`src/rtl/cmp_branch_resolver_pkg.sv`:
```
// cmp_branch_resolver shared types
// condition codes, flag indices, helpers
package cmp_branch_resolver_pkg;

  localparam int NFLG = 5;

  localparam int FLG_CF = 0;
  localparam int FLG_PF = 1;
  localparam int FLG_ZF = 2;
  localparam int FLG_SF = 3;
  localparam int FLG_OF = 4;

  typedef logic [NFLG-1:0] flags_t;

  typedef enum logic [3:0] {
    CC_O  = 4'h0,
    CC_NO = 4'h1,
    CC_B  = 4'h2,
    CC_AE = 4'h3,
    CC_E  = 4'h4,
    CC_NE = 4'h5,
    CC_BE = 4'h6,
    CC_A  = 4'h7,
    CC_S  = 4'h8,
    CC_NS = 4'h9,
    CC_P  = 4'hA,
    CC_NP = 4'hB,
    CC_L  = 4'hC,
    CC_GE = 4'hD,
    CC_LE = 4'hE,
    CC_G  = 4'hF
  } cc_e;

  typedef enum logic {
    NO_FLAGS   = 1'b0,
    HAVE_FLAGS = 1'b1
  } fv_state_e;

  // PF is set when the low byte has an even number of ones
  function automatic logic parity8(
    input logic [7:0] v
  );
    return ~^v;
  endfunction

endpackage

```
`src/rtl/cmp_branch_resolver_if.sv`:
```
// cmp_branch_resolver port bundle
// compare, branch and result channels
interface cmp_branch_resolver_if
  import cmp_branch_resolver_pkg::*;
#(
  parameter int WIDTH = 8
);

  logic             cmp_valid;
  logic             cmp_ready;
  logic [WIDTH-1:0] cmp_a;
  logic [WIDTH-1:0] cmp_b;

  logic             br_valid;
  logic             br_ready;
  logic [3:0]       br_cc;

  logic             res_valid;
  logic             res_ready;
  logic             res_taken;

  flags_t           flags;
  logic             flags_valid;
  logic             bigger;
  logic             equal;
  logic             smallest;

  modport master (
    output cmp_valid,
    output cmp_a,
    output cmp_b,
    output br_valid,
    output br_cc,
    output res_ready,
    input  cmp_ready,
    input  br_ready,
    input  res_valid,
    input  res_taken,
    input  flags,
    input  flags_valid,
    input  bigger,
    input  equal,
    input  smallest
  );

  modport slave (
    input  cmp_valid,
    input  cmp_a,
    input  cmp_b,
    input  br_valid,
    input  br_cc,
    input  res_ready,
    output cmp_ready,
    output br_ready,
    output res_valid,
    output res_taken,
    output flags,
    output flags_valid,
    output bigger,
    output equal,
    output smallest
  );

endinterface

```
`src/rtl/cmp_branch_resolver_cc_eval.sv`:
```
// cc_eval: 8086 Jcc condition evaluator
// pure combinational cc x flags -> taken
module cc_eval
  import cmp_branch_resolver_pkg::*;
(
  input  logic [3:0] cc,
  input  flags_t     flags,
  output logic       taken
);

  logic of_f;
  logic sf_f;
  logic zf_f;
  logic pf_f;
  logic cf_f;
  logic lt_f;

  assign of_f = flags[FLG_OF];
  assign sf_f = flags[FLG_SF];
  assign zf_f = flags[FLG_ZF];
  assign pf_f = flags[FLG_PF];
  assign cf_f = flags[FLG_CF];
  assign lt_f = sf_f ^ of_f;

  // decode the condition against the flags
  always_comb begin
    taken = 1'b0;
    unique case (cc_e'(cc))
      CC_O:  taken = of_f;
      CC_NO: taken = ~of_f;
      CC_B:  taken = cf_f;
      CC_AE: taken = ~cf_f;
      CC_E:  taken = zf_f;
      CC_NE: taken = ~zf_f;
      CC_BE: taken = cf_f | zf_f;
      CC_A:  taken = ~(cf_f | zf_f);
      CC_S:  taken = sf_f;
      CC_NS: taken = ~sf_f;
      CC_P:  taken = pf_f;
      CC_NP: taken = ~pf_f;
      CC_L:  taken = lt_f;
      CC_GE: taken = ~lt_f;
      CC_LE: taken = zf_f | lt_f;
      CC_G:  taken = ~(zf_f | lt_f);
      default: taken = 1'b0;
    endcase
  end

endmodule

```
`src/rtl/cmp_branch_resolver.sv`:
```
// cmp_branch_resolver: CMP flags + Jcc
// flag register and 1-entry result buffer
module cmp_branch_resolver
  import cmp_branch_resolver_pkg::*;
#(
  parameter int WIDTH = 8
) (
  input  logic                 clk,
  input  logic                 rst_n,
  cmp_branch_resolver_if.slave bus
);

  logic [WIDTH:0] diff;
  flags_t         cmp_flags;

  flags_t         flags_d;
  flags_t         flags_q;
  fv_state_e      state_d;
  fv_state_e      state_q;
  logic           res_valid_d;
  logic           res_valid_q;
  logic           res_taken_d;
  logic           res_taken_q;

  logic           flags_valid;
  logic           cmp_fire;
  logic           br_ready;
  logic           br_fire;
  logic           eval_taken;

  // subtract with one extra bit for borrow
  always_comb begin
    diff = {1'b0, bus.cmp_a} - {1'b0, bus.cmp_b};
  end

  // flags for the incoming operand pair
  always_comb begin
    cmp_flags         = '0;
    cmp_flags[FLG_CF] = diff[WIDTH];
    cmp_flags[FLG_ZF] = (diff[WIDTH-1:0] == '0);
    cmp_flags[FLG_SF] = diff[WIDTH-1];
    cmp_flags[FLG_OF] =
      (bus.cmp_a[WIDTH-1] != bus.cmp_b[WIDTH-1]) &
      (diff[WIDTH-1] != bus.cmp_a[WIDTH-1]);
    cmp_flags[FLG_PF] = parity8(diff[7:0]);
  end

  assign flags_valid = (state_q == HAVE_FLAGS);
  assign cmp_fire    = bus.cmp_valid;
  assign br_ready    = flags_valid &
                       (~res_valid_q | bus.res_ready);
  assign br_fire     = bus.br_valid & br_ready;

  // branch sees the flags held before this edge
  cc_eval u_cc_eval (
    .cc    (bus.br_cc),
    .flags (flags_q),
    .taken (eval_taken)
  );

  // next-state for flags, fsm and result buffer
  always_comb begin
    flags_d     = flags_q;
    state_d     = state_q;
    res_valid_d = res_valid_q;
    res_taken_d = res_taken_q;
    if (cmp_fire) begin
      flags_d = cmp_flags;
      state_d = HAVE_FLAGS;
    end
    if (br_fire) begin
      res_valid_d = 1'b1;
      res_taken_d = eval_taken;
    end else if (res_valid_q & bus.res_ready) begin
      res_valid_d = 1'b0;
    end
  end

  // flags-valid fsm; only reset leaves HAVE_FLAGS
  always_ff @(posedge clk or negedge rst_n) begin
    if (!rst_n) begin
      state_q <= NO_FLAGS;
    end else begin
      state_q <= state_d;
    end
  end

  // flag register and result buffer
  always_ff @(posedge clk or negedge rst_n) begin
    if (!rst_n) begin
      flags_q     <= '0;
      res_valid_q <= 1'b0;
      res_taken_q <= 1'b0;
    end else begin
      flags_q     <= flags_d;
      res_valid_q <= res_valid_d;
      res_taken_q <= res_taken_d;
    end
  end

  assign bus.cmp_ready   = 1'b1;
  assign bus.br_ready    = br_ready;
  assign bus.res_valid   = res_valid_q;
  assign bus.res_taken   = res_taken_q;
  assign bus.flags       = flags_q;
  assign bus.flags_valid = flags_valid;
  assign bus.bigger      = flags_valid &
                           ~flags_q[FLG_CF] &
                           ~flags_q[FLG_ZF];
  assign bus.equal       = flags_valid &
                           flags_q[FLG_ZF];
  assign bus.smallest    = flags_valid &
                           flags_q[FLG_CF];

endmodule

```
`src/flat_wrapper.sv`:
```
// flat-port wrapper written by rule: the top's interface ports become plain ports
module cmp_branch_resolver_flat import cmp_branch_resolver_pkg::*;
#(
  parameter int WIDTH = 8
)
  (clk, rst_n, bus_cmp_valid, bus_cmp_a, bus_cmp_b, bus_br_valid, bus_br_cc, bus_res_ready, bus_cmp_ready, bus_br_ready, bus_res_valid, bus_res_taken, bus_flags, bus_flags_valid, bus_bigger, bus_equal, bus_smallest);
  cmp_branch_resolver_if #(.WIDTH(WIDTH)) bus_i ();
  input  logic clk;
  input  logic rst_n;
  input wire logic [$bits(bus_i.cmp_valid)-1:0] bus_cmp_valid;
  input wire logic [$bits(bus_i.cmp_a)-1:0] bus_cmp_a;
  input wire logic [$bits(bus_i.cmp_b)-1:0] bus_cmp_b;
  input wire logic [$bits(bus_i.br_valid)-1:0] bus_br_valid;
  input wire logic [$bits(bus_i.br_cc)-1:0] bus_br_cc;
  input wire logic [$bits(bus_i.res_ready)-1:0] bus_res_ready;
  output wire logic [$bits(bus_i.cmp_ready)-1:0] bus_cmp_ready;
  output wire logic [$bits(bus_i.br_ready)-1:0] bus_br_ready;
  output wire logic [$bits(bus_i.res_valid)-1:0] bus_res_valid;
  output wire logic [$bits(bus_i.res_taken)-1:0] bus_res_taken;
  output wire logic [$bits(bus_i.flags)-1:0] bus_flags;
  output wire logic [$bits(bus_i.flags_valid)-1:0] bus_flags_valid;
  output wire logic [$bits(bus_i.bigger)-1:0] bus_bigger;
  output wire logic [$bits(bus_i.equal)-1:0] bus_equal;
  output wire logic [$bits(bus_i.smallest)-1:0] bus_smallest;
  assign bus_i.cmp_valid = bus_cmp_valid;
  assign bus_i.cmp_a = bus_cmp_a;
  assign bus_i.cmp_b = bus_cmp_b;
  assign bus_i.br_valid = bus_br_valid;
  assign bus_i.br_cc = bus_br_cc;
  assign bus_i.res_ready = bus_res_ready;
  assign bus_cmp_ready = bus_i.cmp_ready;
  assign bus_br_ready = bus_i.br_ready;
  assign bus_res_valid = bus_i.res_valid;
  assign bus_res_taken = bus_i.res_taken;
  assign bus_flags = bus_i.flags;
  assign bus_flags_valid = bus_i.flags_valid;
  assign bus_bigger = bus_i.bigger;
  assign bus_equal = bus_i.equal;
  assign bus_smallest = bus_i.smallest;
  cmp_branch_resolver #(.WIDTH(WIDTH)) u_core (.clk(clk), .rst_n(rst_n), .bus(bus_i));
endmodule
```
`config.mk`:
```
export PLATFORM = sky130hd
export DESIGN_NAME = cmp_branch_resolver_flat
export DESIGN_NICKNAME = d
export VERILOG_FILES = /design/src/rtl/cmp_branch_resolver_pkg.sv /design/src/rtl/cmp_branch_resolver_if.sv /design/src/rtl/cmp_branch_resolver_cc_eval.sv /design/src/rtl/cmp_branch_resolver.sv /design/src/flat_wrapper.sv
export SDC_FILE = /design/constraint.sdc
export NUM_CORES = 1
export LEC_CHECK = 0
export ABC_AREA = 1
export BUFFER_PORTS_ARGS = -buffer_cell sky130_fd_sc_hd__buf_2
export CAP_MARGIN = 5
export CORE_AREA = 10 10 58 60
export CTS_CLUSTER_DIAMETER = 150
export CTS_CLUSTER_SIZE = 10
export DETAILED_ROUTE_END_ITERATION = 10
export DIE_AREA = 0 0 68 70
export PLACE_DENSITY = 0.73
export SYNTH_ARGS = -nofsm -noshare
export SYNTH_HDL_FRONTEND = slang
export SYNTH_SLANG_ARGS = --single-unit
```
`constraint.sdc`:
```
create_clock -name clk -period 1.4 [get_ports clk]
set_input_delay 0.07 -clock clk [delete_from_list [all_inputs] [get_ports clk]]
set_output_delay 0.07 -clock clk [all_outputs]
set_load 0.1 [all_outputs]
```
==> flow_summary.ini <==
[status]
violations = negative setup slack
result_of_the_run = complete, but fails checks

[timing]
setup_viol_count_final = 1
clock.fmax_mhz = 631
timing.final.hold_violations = 0
final_period_minus_worst_setup_slack_ns = 1.59
rsz0062_at_grt = true
hold-worst-slack_ns = 0.0292
layout_setup_ws_ns = -0.186
final.setup.tns_ns = -0.186
post-route-period-util_pct = 113
clock_skew_ns = 0.0117
final_max_slew_viol_count = 0

[die]
die_width_um = 68
placementRows = 18
start_util_pct = 42.3
top_level_ports = 38
floorplan.die.height_um = 70
design.core.area_um2 = 2340
die_area_um2 = 4760

[job]
cap_violations = 0

[setup_path]
critical-path-top-delay-family = adder cells
crit_path_max_incr_delay_ns = 0.28
worstPathBufferInverterCount = 2
worst_ep_required_time_ns = 1.55
cp_cell_sequence = buf_2 -> inv_1 -> ha_1 -> nand2_1 -> nand2_1 -> nand2_4 -> xor2_1 -> ha_1 -> xor2_2 -> xnor2_2 -> nand3_1 -> nand3_1 -> nand2_1
cp_slowest_cell = sky130_fd_sc_hd__ha_1
cp-start-kind = primary input
timing.critical_path.arrival_ns = 1.74
worst_r2r_setup_slack_ns = 0.07
cp-end-kind = flop
timing.critical_path.mode_cell = sky130_fd_sc_hd__nand2_1
worst_path_fanout_max = 2
worst-path-stages = 13
timing_worst_setup_path_type = in -> reg
r2r.worst_path.cells = 7

[final_layout]
register_area_um2 = 214
final_nets = 246
multi_input_comb_area_um2 = 803
antennaDiodeCount = 0
num-fill-cells = 206
syn_to_final_growth_pct = 59.8
finalInstanceArea_um2 = 1580
final_layout_size_suffix_gt1_share_pct = 46.9
post-route-util_pct = 67.6

[hold_path]
whs_path_depth = 2
hp-class = in -> reg

[synthesis]
yosysTopAreaCellShare_pct = 20.2
yosys.cell_types.count = 23
flop_and_latch_count_out_of_synthesis = 8
syn-mean-instance-area_um2 = 6.52
netlist_instances = 152
synthesis.yosys.warnings = 0
synth.largest_area_cell = sky130_fd_sc_hd__dfrtp_1
post_synth_main_area_contributors = sky130_fd_sc_hd__dfrtp_1, sky130_fd_sc_hd__ha_1, sky130_fd_sc_hd__nand2_1, sky130_fd_sc_hd__inv_1, sky130_fd_sc_hd__nor2_1
synth_seq_area_share_pct = 20.2
postSynthNetCount = 190
post_synth_instance_area_um2 = 991

[power]
cellLeakagePower_nw = 0.852
powerDensity_nw_per_um2 = 1040
vdd_drop_max_mv = 0.717
p_total_mw = 1.65

[grt]
grt_overflow = 0
first_pass_grt_wire_length_mm = 4.66
grt_pass1_vias = 1169
grt_start_max_net_pins = 9
globalRouteTotalUtil_pct = 11.7
number_of_antenna_violations_at_the_first_check_in_global_routing = 0

[routing]
drc = 0
vias_per_cell = 4.78
routed_wl_mm = 2.85
num_vias = 1134
residual_antenna_violating_net_count_after_detailed_routing = 0
wire_per_inst_um = 12.0
drt_pre_antenna_iters = 4
drt-initial-drc-count = 51

[clock_tree]
clkLatencyLatePin_ns = 0.26
cts_buffer_depth = 2
clkSlewWorstSetupHoldPaths_ns = 0.06
tritoncts = yes
cts.htree.levels = 1
cts.sinks = 8
root_buffer_cell = sky130_fd_sc_hd__clkbuf_4
tritoncts.num_buffers = 3

[placement]
placedInstanceArea_um2 = 1430
dp.final_hpwl_mm = 2.33
placement.io_buffers = 36
routabilityCongestion = 0.873
stage by stage:
stage	instances	setup slack (ns)
floorplan	152	-0.315
global placement	229	-0.537
detailed placement	229	-0.585
CTS	238	-0.194
global route	237	-0.278
finish	237	-0.186
worst register-to-register path: stages, from the launching register on:
cell                      delay, ns
sky130_fd_sc_hd__dfrtp_2       0.42
sky130_fd_sc_hd__or2_1         0.24
sky130_fd_sc_hd__o21ai_1       0.13
sky130_fd_sc_hd__nand2_1       0.08
sky130_fd_sc_hd__nand4_1       0.10
sky130_fd_sc_hd__nand3_1       0.11
sky130_fd_sc_hd__nand2_1       0.09
sky130_fd_sc_hd__nand2_1       0.05
power breakdown:
group | internal (mW) | leakage, nW | switching, mW
clock network | 0.109 | 0.0150 | 0.0815
logic | 0.401 | 0.748 | 0.736
registers | 0.277 | 0.0886 | 0.0405
total | 0.787 | 0.852 | 0.858
logic make-up after synthesis:
kind of cell    after synthesis  synth area share (%)
buf+inv                      30                  11.7
simple gates                 76                  34.3
xor+xnor                      8                  7.07
compound gates               16                  9.09
other cells                   1                 0.378
flops                         8                  20.2
fa+ha+maj                    13                  17.2
per-layer routing:
layer / global-route usage [%] / share of wire, % / vias up
li1: - / - / 585
met1: 11.7 / 37 / 517
met2: 21.7 / 56 / 28
met3: 2.23 / 6.0 / 4
met4: 5.59 / 1.4 / 0
met5: 0 / 0 / -
layout by cell type, fill, tap and decap left out, types with 2 or more instances in the layout:
master | netlist | routed
sky130_fd_sc_hd__a21oi_1 | 6 | 5
sky130_fd_sc_hd__a21oi_2 | 1 | 2
sky130_fd_sc_hd__buf_12 | 0 | 3
sky130_fd_sc_hd__buf_2 | 0 | 31
sky130_fd_sc_hd__buf_4 | 1 | 13
sky130_fd_sc_hd__buf_6 | 0 | 3
sky130_fd_sc_hd__clkbuf_4 | 0 | 3
sky130_fd_sc_hd__clkinvlp_4 | 0 | 2
sky130_fd_sc_hd__dfrtp_2 | 0 | 5
sky130_fd_sc_hd__dfrtp_4 | 0 | 2
sky130_fd_sc_hd__ha_1 | 12 | 9
sky130_fd_sc_hd__ha_4 | 0 | 3
sky130_fd_sc_hd__inv_1 | 29 | 22
sky130_fd_sc_hd__inv_2 | 0 | 3
sky130_fd_sc_hd__nand2_1 | 39 | 34
sky130_fd_sc_hd__nand2_2 | 5 | 8
sky130_fd_sc_hd__nand2_4 | 0 | 2
sky130_fd_sc_hd__nand3_1 | 8 | 7
sky130_fd_sc_hd__nand3_2 | 1 | 2
sky130_fd_sc_hd__nand4_1 | 4 | 4
sky130_fd_sc_hd__nor2_1 | 12 | 10
sky130_fd_sc_hd__nor2_4 | 0 | 2
sky130_fd_sc_hd__o21ai_0 | 6 | 2
sky130_fd_sc_hd__o21ai_1 | 0 | 3
sky130_fd_sc_hd__o31ai_1 | 2 | 2
sky130_fd_sc_hd__or2_1 | 3 | 2
sky130_fd_sc_hd__or2_4 | 0 | 2
sky130_fd_sc_hd__xnor2_2 | 0 | 2
sky130_fd_sc_hd__xor2_1 | 5 | 4
repair_timing:
item / CTS / global route
pin swaps: 10 / 10
setup endpoints to repair: 1 / 4
buffers inserted: 4 / 1
cloned: 0 / 0
hold buffers: 1 / 0
endpoints found under the hold margin: 8 / 0
gates resized for setup: 11 / 15
cell usage after synthesis:
| cell | n |
|---|---|
| sky130_fd_sc_hd__or2_1 | 3 |
| sky130_fd_sc_hd__a21oi_2 | 1 |
| sky130_fd_sc_hd__nand4_1 | 4 |
| sky130_fd_sc_hd__dfrtp_1 | 8 |
| sky130_fd_sc_hd__nor3_1 | 1 |
| sky130_fd_sc_hd__nand3_1 | 8 |
| sky130_fd_sc_hd__nand2_2 | 5 |
| sky130_fd_sc_hd__o22ai_1 | 1 |
| sky130_fd_sc_hd__o21ai_0 | 6 |
| sky130_fd_sc_hd__o31ai_1 | 2 |
| sky130_fd_sc_hd__nand2_1 | 39 |
| sky130_fd_sc_hd__buf_4 | 1 |
| sky130_fd_sc_hd__a21oi_1 | 6 |
| sky130_fd_sc_hd__conb_1 | 1 |
| sky130_fd_sc_hd__xor2_1 | 5 |
| sky130_fd_sc_hd__nor2_1 | 12 |
| sky130_fd_sc_hd__nand3_2 | 1 |
| sky130_fd_sc_hd__xnor2_1 | 3 |
| sky130_fd_sc_hd__ha_1 | 12 |
| sky130_fd_sc_hd__or2_2 | 2 |
| sky130_fd_sc_hd__inv_1 | 29 |
| sky130_fd_sc_hd__fa_1 | 1 |
| sky130_fd_sc_hd__nor2_2 | 1 |
path summary, 6_finish.rpt:
check / start / end
max in group asynchronous: rst_n / u_core.bus.res_valid
hold reg to reg: u_core.bus.res_taken / u_core.bus.res_taken
hold / removal: bus_res_ready / u_core.bus.res_valid
setup reg to reg: u_core.bus.flags[1] / u_core.bus.res_taken
min in group asynchronous: rst_n / u_core.bus.flags[2]
setup / recovery: bus_cmp_b[1] / u_core.bus.flags[1]
sequential cells by signal, indices dropped and copies added, names as in the netlist:
name,cells
u_core.bus.flags,5
u_core.bus.flags_valid,1
u_core.bus.res_taken,1
u_core.bus.res_valid,1
final cells by class:
cell class	instances	share of cell area (%)
multi-input cells	114	50.7
repair buffers	52	23.5
flip-flops and latches	8	13.5
inverters	29	8.29
well taps	30	2.37
clock buffers	4	1.66
(Power assumes the default switching activity.)
